<file path="config.mk">
export PLATFORM = sky130hd
export DESIGN_NAME = truth_table_sweeper
export DESIGN_NICKNAME = d
export VERILOG_FILES = /design/src/rtl/truth_table_sweeper_pkg.sv /design/src/rtl/truth_table_sweeper_index_counter.sv /design/src/rtl/truth_table_sweeper.sv
export SDC_FILE = /design/constraint.sdc
export NUM_CORES = 1
export LEC_CHECK = 0
export BUFFER_PORTS_ARGS = -buffer_cell sky130_fd_sc_hd__buf_2
export CORE_UTILIZATION = 58
export CTS_CLUSTER_DIAMETER = 100
export DETAILED_ROUTE_END_ITERATION = 10
export PLACE_DENSITY = 0.82
export SYNTH_ARGS = -nofsm -noshare
export SYNTH_HDL_FRONTEND = slang
export SYNTH_HIERARCHICAL = 1
export SYNTH_SLANG_ARGS = --single-unit
</file>
<file path="constraint.sdc">
create_clock -name clk -period 4.3 [get_ports clk]
set_input_delay 0.215 -clock clk [delete_from_list [all_inputs] [get_ports clk]]
set_output_delay 0.215 -clock clk [all_outputs]
set_load 0.05 [all_outputs]
</file>
<file path="src/rtl/truth_table_sweeper_pkg.sv">
// Shared definitions for the truth-table sweeper: FSM state encodings and input-count limit.
package truth_table_sweeper_pkg;

    localparam int TT_MAX_N_IN = 5;

    typedef enum logic [1:0] {
        ST_IDLE   = 2'd0,
        ST_DRIVE  = 2'd1,
        ST_SAMPLE = 2'd2,
        ST_DONE   = 2'd3
    } tt_state_e;

endpackage

</file>
<file path="src/rtl/truth_table_sweeper_index_counter.sv">
// Sweep index counter: one bit wider than the function input count so the last
// combination never wraps; exposes the low bits as the combination and a last flag.
module tt_index_counter #(
    parameter int N_IN = 3
) (
    input  logic            clk,
    input  logic            rst,
    input  logic            clr,
    input  logic            inc,
    output logic [N_IN-1:0] idx,
    output logic            last
);

    localparam logic [N_IN:0] LAST_IDX = {1'b0, {N_IN{1'b1}}};

    logic [N_IN:0] cnt_q;

    always_ff @(posedge clk or posedge rst) begin
        if (rst)
            cnt_q <= '0;
        else if (clr)
            cnt_q <= '0;
        else if (inc)
            cnt_q <= cnt_q + {{N_IN{1'b0}}, 1'b1};
    end

    assign idx  = cnt_q[N_IN-1:0];
    assign last = (cnt_q == LAST_IDX);

endmodule

</file>
<file path="src/rtl/truth_table_sweeper.sv">
// Drives every input combination onto vars, waits SETTLE cycles, samples f_in and
// builds the truth table in minterms. Optional TT_ONES_COUNT_EN adds a set-minterm count.
module truth_table_sweeper
    import truth_table_sweeper_pkg::*;
#(
    parameter int N_IN   = 3,
    parameter int SETTLE = 1
) (
    input  logic                 clk,
    input  logic                 rst,
    input  logic                 start,
    input  logic                 abort,
    input  logic                 f_in,
    output logic [N_IN-1:0]      vars,
    output logic                 busy,
    output logic                 done,
`ifdef TT_ONES_COUNT_EN
    output logic [N_IN:0]        ones_cnt,
`endif
    output logic [2**N_IN-1:0]   minterms
);

    localparam logic [3:0] WAIT_INIT = 4'(SETTLE - 1);

    tt_state_e state_q, state_d;

    logic [N_IN-1:0]    idx;
    logic               idx_last;
    logic               idx_clr, idx_inc;
    logic               wait_load, wait_dec;
    logic               sample_en, tbl_clr;
    logic [3:0]         wait_q;
    logic [2**N_IN-1:0] minterms_q;

    tt_index_counter #(.N_IN(N_IN)) u_idx (
        .clk  (clk),
        .rst  (rst),
        .clr  (idx_clr),
        .inc  (idx_inc),
        .idx  (idx),
        .last (idx_last)
    );

    always_ff @(posedge clk or posedge rst) begin
        if (rst)
            state_q <= ST_IDLE;
        else
            state_q <= state_d;
    end

    // abort outranks everything, including a simultaneous start
    always_comb begin
        state_d   = state_q;
        idx_clr   = 1'b0;
        idx_inc   = 1'b0;
        wait_load = 1'b0;
        wait_dec  = 1'b0;
        sample_en = 1'b0;
        tbl_clr   = 1'b0;
        if (abort) begin
            state_d = ST_IDLE;
            idx_clr = 1'b1;
            tbl_clr = 1'b1;
        end else begin
            case (state_q)
                ST_IDLE, ST_DONE: begin
                    if (start) begin
                        state_d   = ST_DRIVE;
                        idx_clr   = 1'b1;
                        tbl_clr   = 1'b1;
                        wait_load = 1'b1;
                    end
                end
                ST_DRIVE: begin
                    if (wait_q == 4'd0)
                        state_d = ST_SAMPLE;
                    else
                        wait_dec = 1'b1;
                end
                ST_SAMPLE: begin
                    sample_en = 1'b1;
                    if (idx_last) begin
                        state_d = ST_DONE;
                    end else begin
                        state_d   = ST_DRIVE;
                        idx_inc   = 1'b1;
                        wait_load = 1'b1;
                    end
                end
                default: state_d = ST_IDLE;
            endcase
        end
    end

    always_ff @(posedge clk or posedge rst) begin
        if (rst)
            wait_q <= 4'd0;
        else if (wait_load)
            wait_q <= WAIT_INIT;
        else if (wait_dec)
            wait_q <= wait_q - 4'd1;
    end

    // f_in is stored as-is, so an unknown output stays visible in the table
    always_ff @(posedge clk or posedge rst) begin
        if (rst)
            minterms_q <= '0;
        else if (tbl_clr)
            minterms_q <= '0;
        else if (sample_en)
            minterms_q[idx] <= f_in;
    end

`ifdef TT_ONES_COUNT_EN
    logic [N_IN:0] ones_q;

    always_ff @(posedge clk or posedge rst) begin
        if (rst)
            ones_q <= '0;
        else if (tbl_clr)
            ones_q <= '0;
        else if (sample_en && (f_in == 1'b1))
            ones_q <= ones_q + {{N_IN{1'b0}}, 1'b1};
    end

    assign ones_cnt = ones_q;
`endif

    assign vars     = idx;
    assign busy     = (state_q == ST_DRIVE) || (state_q == ST_SAMPLE);
    assign done     = (state_q == ST_DONE);
    assign minterms = minterms_q;

endmodule

</file>
# Word-level counts from Yosys, hierarchy flattened
# Cells that the tools add are included.
dict set report totals {
  ff_bits 18
  wordCells 50
}
dict set report op_classes {
  addsub 2
  order_cmp 2
  eq_ne 6
  muxes 27
  reduce_logical 9
}
# operator n
set ops {}
lappend ops {{$mux 4} 4}
lappend ops {{$mux 8} 2}
lappend ops {{$mux 1} 13}
lappend ops {{$bwmux 8} 1}
lappend ops {{$mux 2} 4}
lappend ops {{$ne 3x3->1 const B} 2}
lappend ops {{$pmux 2 s3} 1}
lappend ops {{$reduce_bool 2->1} 3}
lappend ops {{$add 4x1->4 const B} 1}
lappend ops {{$eq 2x2->1 const B} 2}
lappend ops {{$eq 4x3->1 const B} 1}
lappend ops {{$logic_not 4->1} 1}
lappend ops {{$lt 3x4->1 const B} 1}
lappend ops {{$sub 4x1->4 const B} 1}
lappend ops {{$demux 1 s3} 1}
lappend ops {{$ge 3x1->1 const B} 1}
lappend ops {{$eq 2x1->1 const B} 1}
lappend ops {{$logic_not 2->1} 1}
lappend ops {{$pmux 1 s2} 1}
lappend ops {{$reduce_and 2->1} 1}
lappend ops {{$reduce_or 2->1} 1}
lappend ops {{$logic_and 1x1->1} 1}
lappend ops {{$logic_or 1x1->1} 1}

# Longest topological paths before layout
dict set report logic_depth {
  depth_word 7
  ltp_mapped 7
  depth_no_buf 7
}

# Cells and area by module
# The synthesis kept the hierarchy.
# module n_inst cells_each area_per_inst_um2 seq_area_each_um2
set modules_own_cells {}
lappend modules_own_cells {truth_table_sweeper 1 83 858.3 350.3}
lappend modules_own_cells {tt_index_counter 1 22 226.5 100.1}

# Worst setup path after synthesis
# OpenSTA, ideal clock, no wires.
dict set report synth_path {
  path_kind {register to register}
  from {register u_idx.cnt_q[0]}
  to {register u_idx.cnt_q[3]}
  setup_time_ns 0.125
  t_arrival_ns 1.566
  path_slack_ns 2.609
  stages_incl_launch_ff 8
  path_buffers 0
  synth_period_minus_slack_ns 1.691
  cell_sequence {dfrtp_1 > ha_1 > nand2_1 > nor2_1 > nand2b_1 > nor2_1 > nand4_1 > mux2_4}
}
dict set report synth_via {
  elab_chain_cells 5
  elab_cells_between_ends 8
  cone_classes {add/sub: 1; eq/ne: 1; mux: 5; reduce/logical: 1}
}
# element line_no
set synth_lines {}
lappend synth_lines {{start: declaration} truth_table_sweeper_index_counter.sv:16} ;# logic [N_IN:0] cnt_q;
lappend synth_lines {{start signal: assignment} truth_table_sweeper_index_counter.sv:24} ;# cnt_q <= cnt_q + {{N_IN{1'b0}}, 1'b1};
lappend synth_lines {{$eq 4x3->1} truth_table_sweeper_index_counter.sv:28} ;# assign last = (cnt_q == LAST_IDX);
lappend synth_lines {{named net idx_last} truth_table_sweeper.sv:28} ;# logic idx_last;
lappend synth_lines {{$mux 1} truth_table_sweeper.sv:82} ;# if (idx_last) begin
lappend synth_lines {{$mux 1} truth_table_sweeper.sv:65} ;# case (state_q)
lappend synth_lines {{$mux 1} truth_table_sweeper.sv:60} ;# if (abort) begin
lappend synth_lines {{named net idx_inc} truth_table_sweeper.sv:29} ;# logic idx_clr, idx_inc;
lappend synth_lines {{$reduce_bool 2->1 (no source line)} -}
# The timed path passes the listed nets, and every way through them passes these cells. The select of a mux whose other input is x is not followed.
# A chain may end at the register's enable or synchronous reset.

# Worst setup path in the final report
# Ends and elaborated chain as after synthesis.

==> metrics.yaml <==
rows: 15
post-route-period-util_pct: 46.8
cp.arrival_ns: 2.19
routedWlPerCell_um: 13.4
path_common_cell: "nor2_1"
postPlaceCellArea_um2: 1160
ir_drop_mv: 0.361
whs_ns: 0.286
timing.rr.end: "u_idx/cnt_q[3]"
power_leakage_nw: 0.605
worst_pin_slew_ns: 0.549
gp_congestion: 0.789
grt_antenna_before_repair: 0
design_area_um2: 1210
avgSynthCellArea_um2: 10.3
grt_pass1_wl_um: 3030
die_h_um: 45.2
die_area_um2: 2050
synth-xor-area-share_pct: 0.807
cts_made_buffers: 3
drive_gt1_share_pct: 26.4
firstDrtPassIters: 4
endpoint: "u_idx/cnt_q[3]"
vias: 806
htree_levels: 1
crit_fanout: 12
finalPower_uw: 535
start_util_pct: 62.2
synthSimpleGateAreaFrac_pct: 23.1
ios: 18
hold_path_class: "in -> reg"
drtIter0Drc: 12
clock-skew-final_ns: 0.000812
crit_type: "reg -> reg"
worstSetupPathDepth: 7
crit_family: "simple AND/OR/NAND/NOR gates"
slew_viol_final: 0
max_stage_delay_ns: 0.53
end_kind: "flip-flop"
n_antenna_cell: 0
drtAntennaViolNets: 0
r2r_start: "u_idx/cnt_q[0]"
drt_wl_total_um: 1950
critPathBufInv: 0
critPathLaunchType: "flip-flop"
via_per_inst: 5.52
synth_warnings: 6
clockBufferDepth: 2
clock-sinks: 18
synth.distinct_cells: 36
max_cap_viol_count: 0
synth-compound-area-share_pct: 10.4
cp_slowest_cell: "dfrtp_1"
grt_start_max_net_pins: 15
period_needed_ns: 2.01
status: "completed"
synth_nets: 117
crit_start: "u_idx/cnt_q[0]"
slew-limit-headroom_pct: 63.3
register_area_um2: 450
ys_ff_latch: 18
tns_ns: 0
syn_area_um2: 1080
r2r_cells: 7
cts_resized: 0
synthAdderAreaFrac_pct: 8.07
area_growth_pct: 11.6
holdCritStartpoint: "f_in"
grtUsageTotal_pct: 21.1
cts_root_buf: "clkbuf_4"
power_density_nw_per_um2: 442
synth_top_family_by_area: "simple AND/OR/NAND/NOR gates"
rsz0062_at_grt: "no"
core_area_um2: 1750
yosysSeqAreaShare_pct: 41.5
grt_pass1_vias: 673
fmax_mhz: 497
clkLatencyLatePin_ns: 0.28
overflow: 0
nFillCells: 137
path_cells: "ha_1, nand2_1, nor2_1, nand2b_1, nor2_1, nand4_1, mux2_4"
setup_viol: 0
hold_viol: 0
cp_data_required_time_ns: 4.48
clkTransAtPathRegs_ns: 0.10
nets: 134
hpwl_um: 1430
port_buffers: 17
cts_tree: "yes"
drc: 0
rrSetupSlack_ns: 2.29
multi_input_area_um2: 564
muxShareOfSynthArea_pct: 9.69
syn_inst: 105
die_w_um: 45.2
## layer usage
metal	part of all wire, %	global-route usage, %
met4	0.72	9.09
met5	0	0
met2	48	33.9
met3	3.2	2.40
met1	48	28.6
## layout by cell type (no fill, tap or decap), types with 3 or more instances in the layout
| cell | count |
|---|---|
| a21oi_1 | 4 |
| and4bb_2 | 3 |
| buf_2 | 17 |
| clkbuf_4 | 3 |
| dfrtp_1 | 18 |
| ha_1 | 7 |
| inv_1 | 9 |
| mux2i_1 | 9 |
| nand2b_1 | 3 |
| nand4b_1 | 3 |
| nor2_1 | 14 |
## cell usage after synthesis (all sizes together)
cell type / count / area [µm²]
dfrtp: 18 / 450
nor2: 14 / 52.6
inv: 9 / 33.8
mux2i: 9 / 90.1
ha: 7 / 87.6
a21oi: 5 / 28.8
buf: 5 / 32.5
nand2b: 5 / 41.3
and4bb: 3 / 37.5
nand4b: 3 / 26.3
nand2: 2 / 7.51
nand4: 2 / 12.5
nor2b: 2 / 15.0
nor3: 2 / 10.0
o21ai: 2 / 10.0
or3: 2 / 12.5
a21bo: 1 / 10.0
a21boi: 1 / 7.51
a21o: 1 / 7.51
a22o: 1 / 8.76
a311oi: 1 / 8.76
a31oi: 1 / 6.26
a32o: 1 / 10.0
clkbuf: 1 / 3.75
mux2: 1 / 15.0
nand3b: 1 / 7.51
nor3b: 1 / 12.5
nor4b: 1 / 15.0
o2111ai: 1 / 8.76
o22ai: 1 / 6.26
xnor2: 1 / 8.76
## logic make-up (layout without fill, tap and decap cells)
kind of cell / Yosys count / after routing
fa+ha+maj: 7 / 7
mux: 10 / 10
simple gates: 38 / 38
compound gates: 16 / 16
flops: 18 / 18
buf+inv: 15 / 31
xor+xnor: 1 / 1
## power by group
part / total, mW / internal, mW / switching (mW)
clock network: 0.102 / 0.0515 / 0.0501
registers: 0.216 / 0.192 / 0.0249
logic: 0.217 / 0.0811 / 0.136
## worst reg2reg max path, stage by stage, from the launching register on
cell and delay, ns:
dfrtp_1 0.53, ha_1 0.31, nand2_1 0.08, nor2_1 0.05, nand2b_1 0.16, nor2_1 0.30, nand4_1 0.16, mux2_4 0.32
## area by class of cell
class / count / share of cell area (%)
multi-input cells: 72 / 46.6
flip-flops and latches: 18 / 37.2
repair buffers: 18 / 7.85
clock buffers: 4 / 3.00
inverters: 9 / 2.79
well taps: 25 / 2.58
## stage by stage
step / utilization [%] / cells / worst slack (ns)
after global placement: 66.7 / 141 / 2.42
after floorplan: - / 105 / 2.61
final: 69.4 / 146 / 2.29
after detailed placement: 66.7 / 141 / 2.33
after global routing: 69.4 / 146 / 2.14
after CTS: 69.4 / 146 / 2.32
## worst min-delay path by stage
stage,to,cells past startpoint,slack (ns)
after floorplan,u_idx/cnt_q[0],1,-0.02
after detailed placement,u_idx/cnt_q[0],2,0.11
after global placement,u_idx/cnt_q[3],2,0.11
final,minterms[5],3,0.29
after global routing,minterms[2],3,0.31
after CTS,minterms[5],3,0.27
## registers in the layout (all words and copies together) (netlist names)
name	cells
wait_q	4
state_q	2
minterms	8
u_idx/cnt_q	4
## repair_timing
item	CTS	global route
hold buffers	1	0
endpoints found under the hold margin	18	0
setup buffers	0	0
No activity file was read; power rests on OpenSTA's default activity.
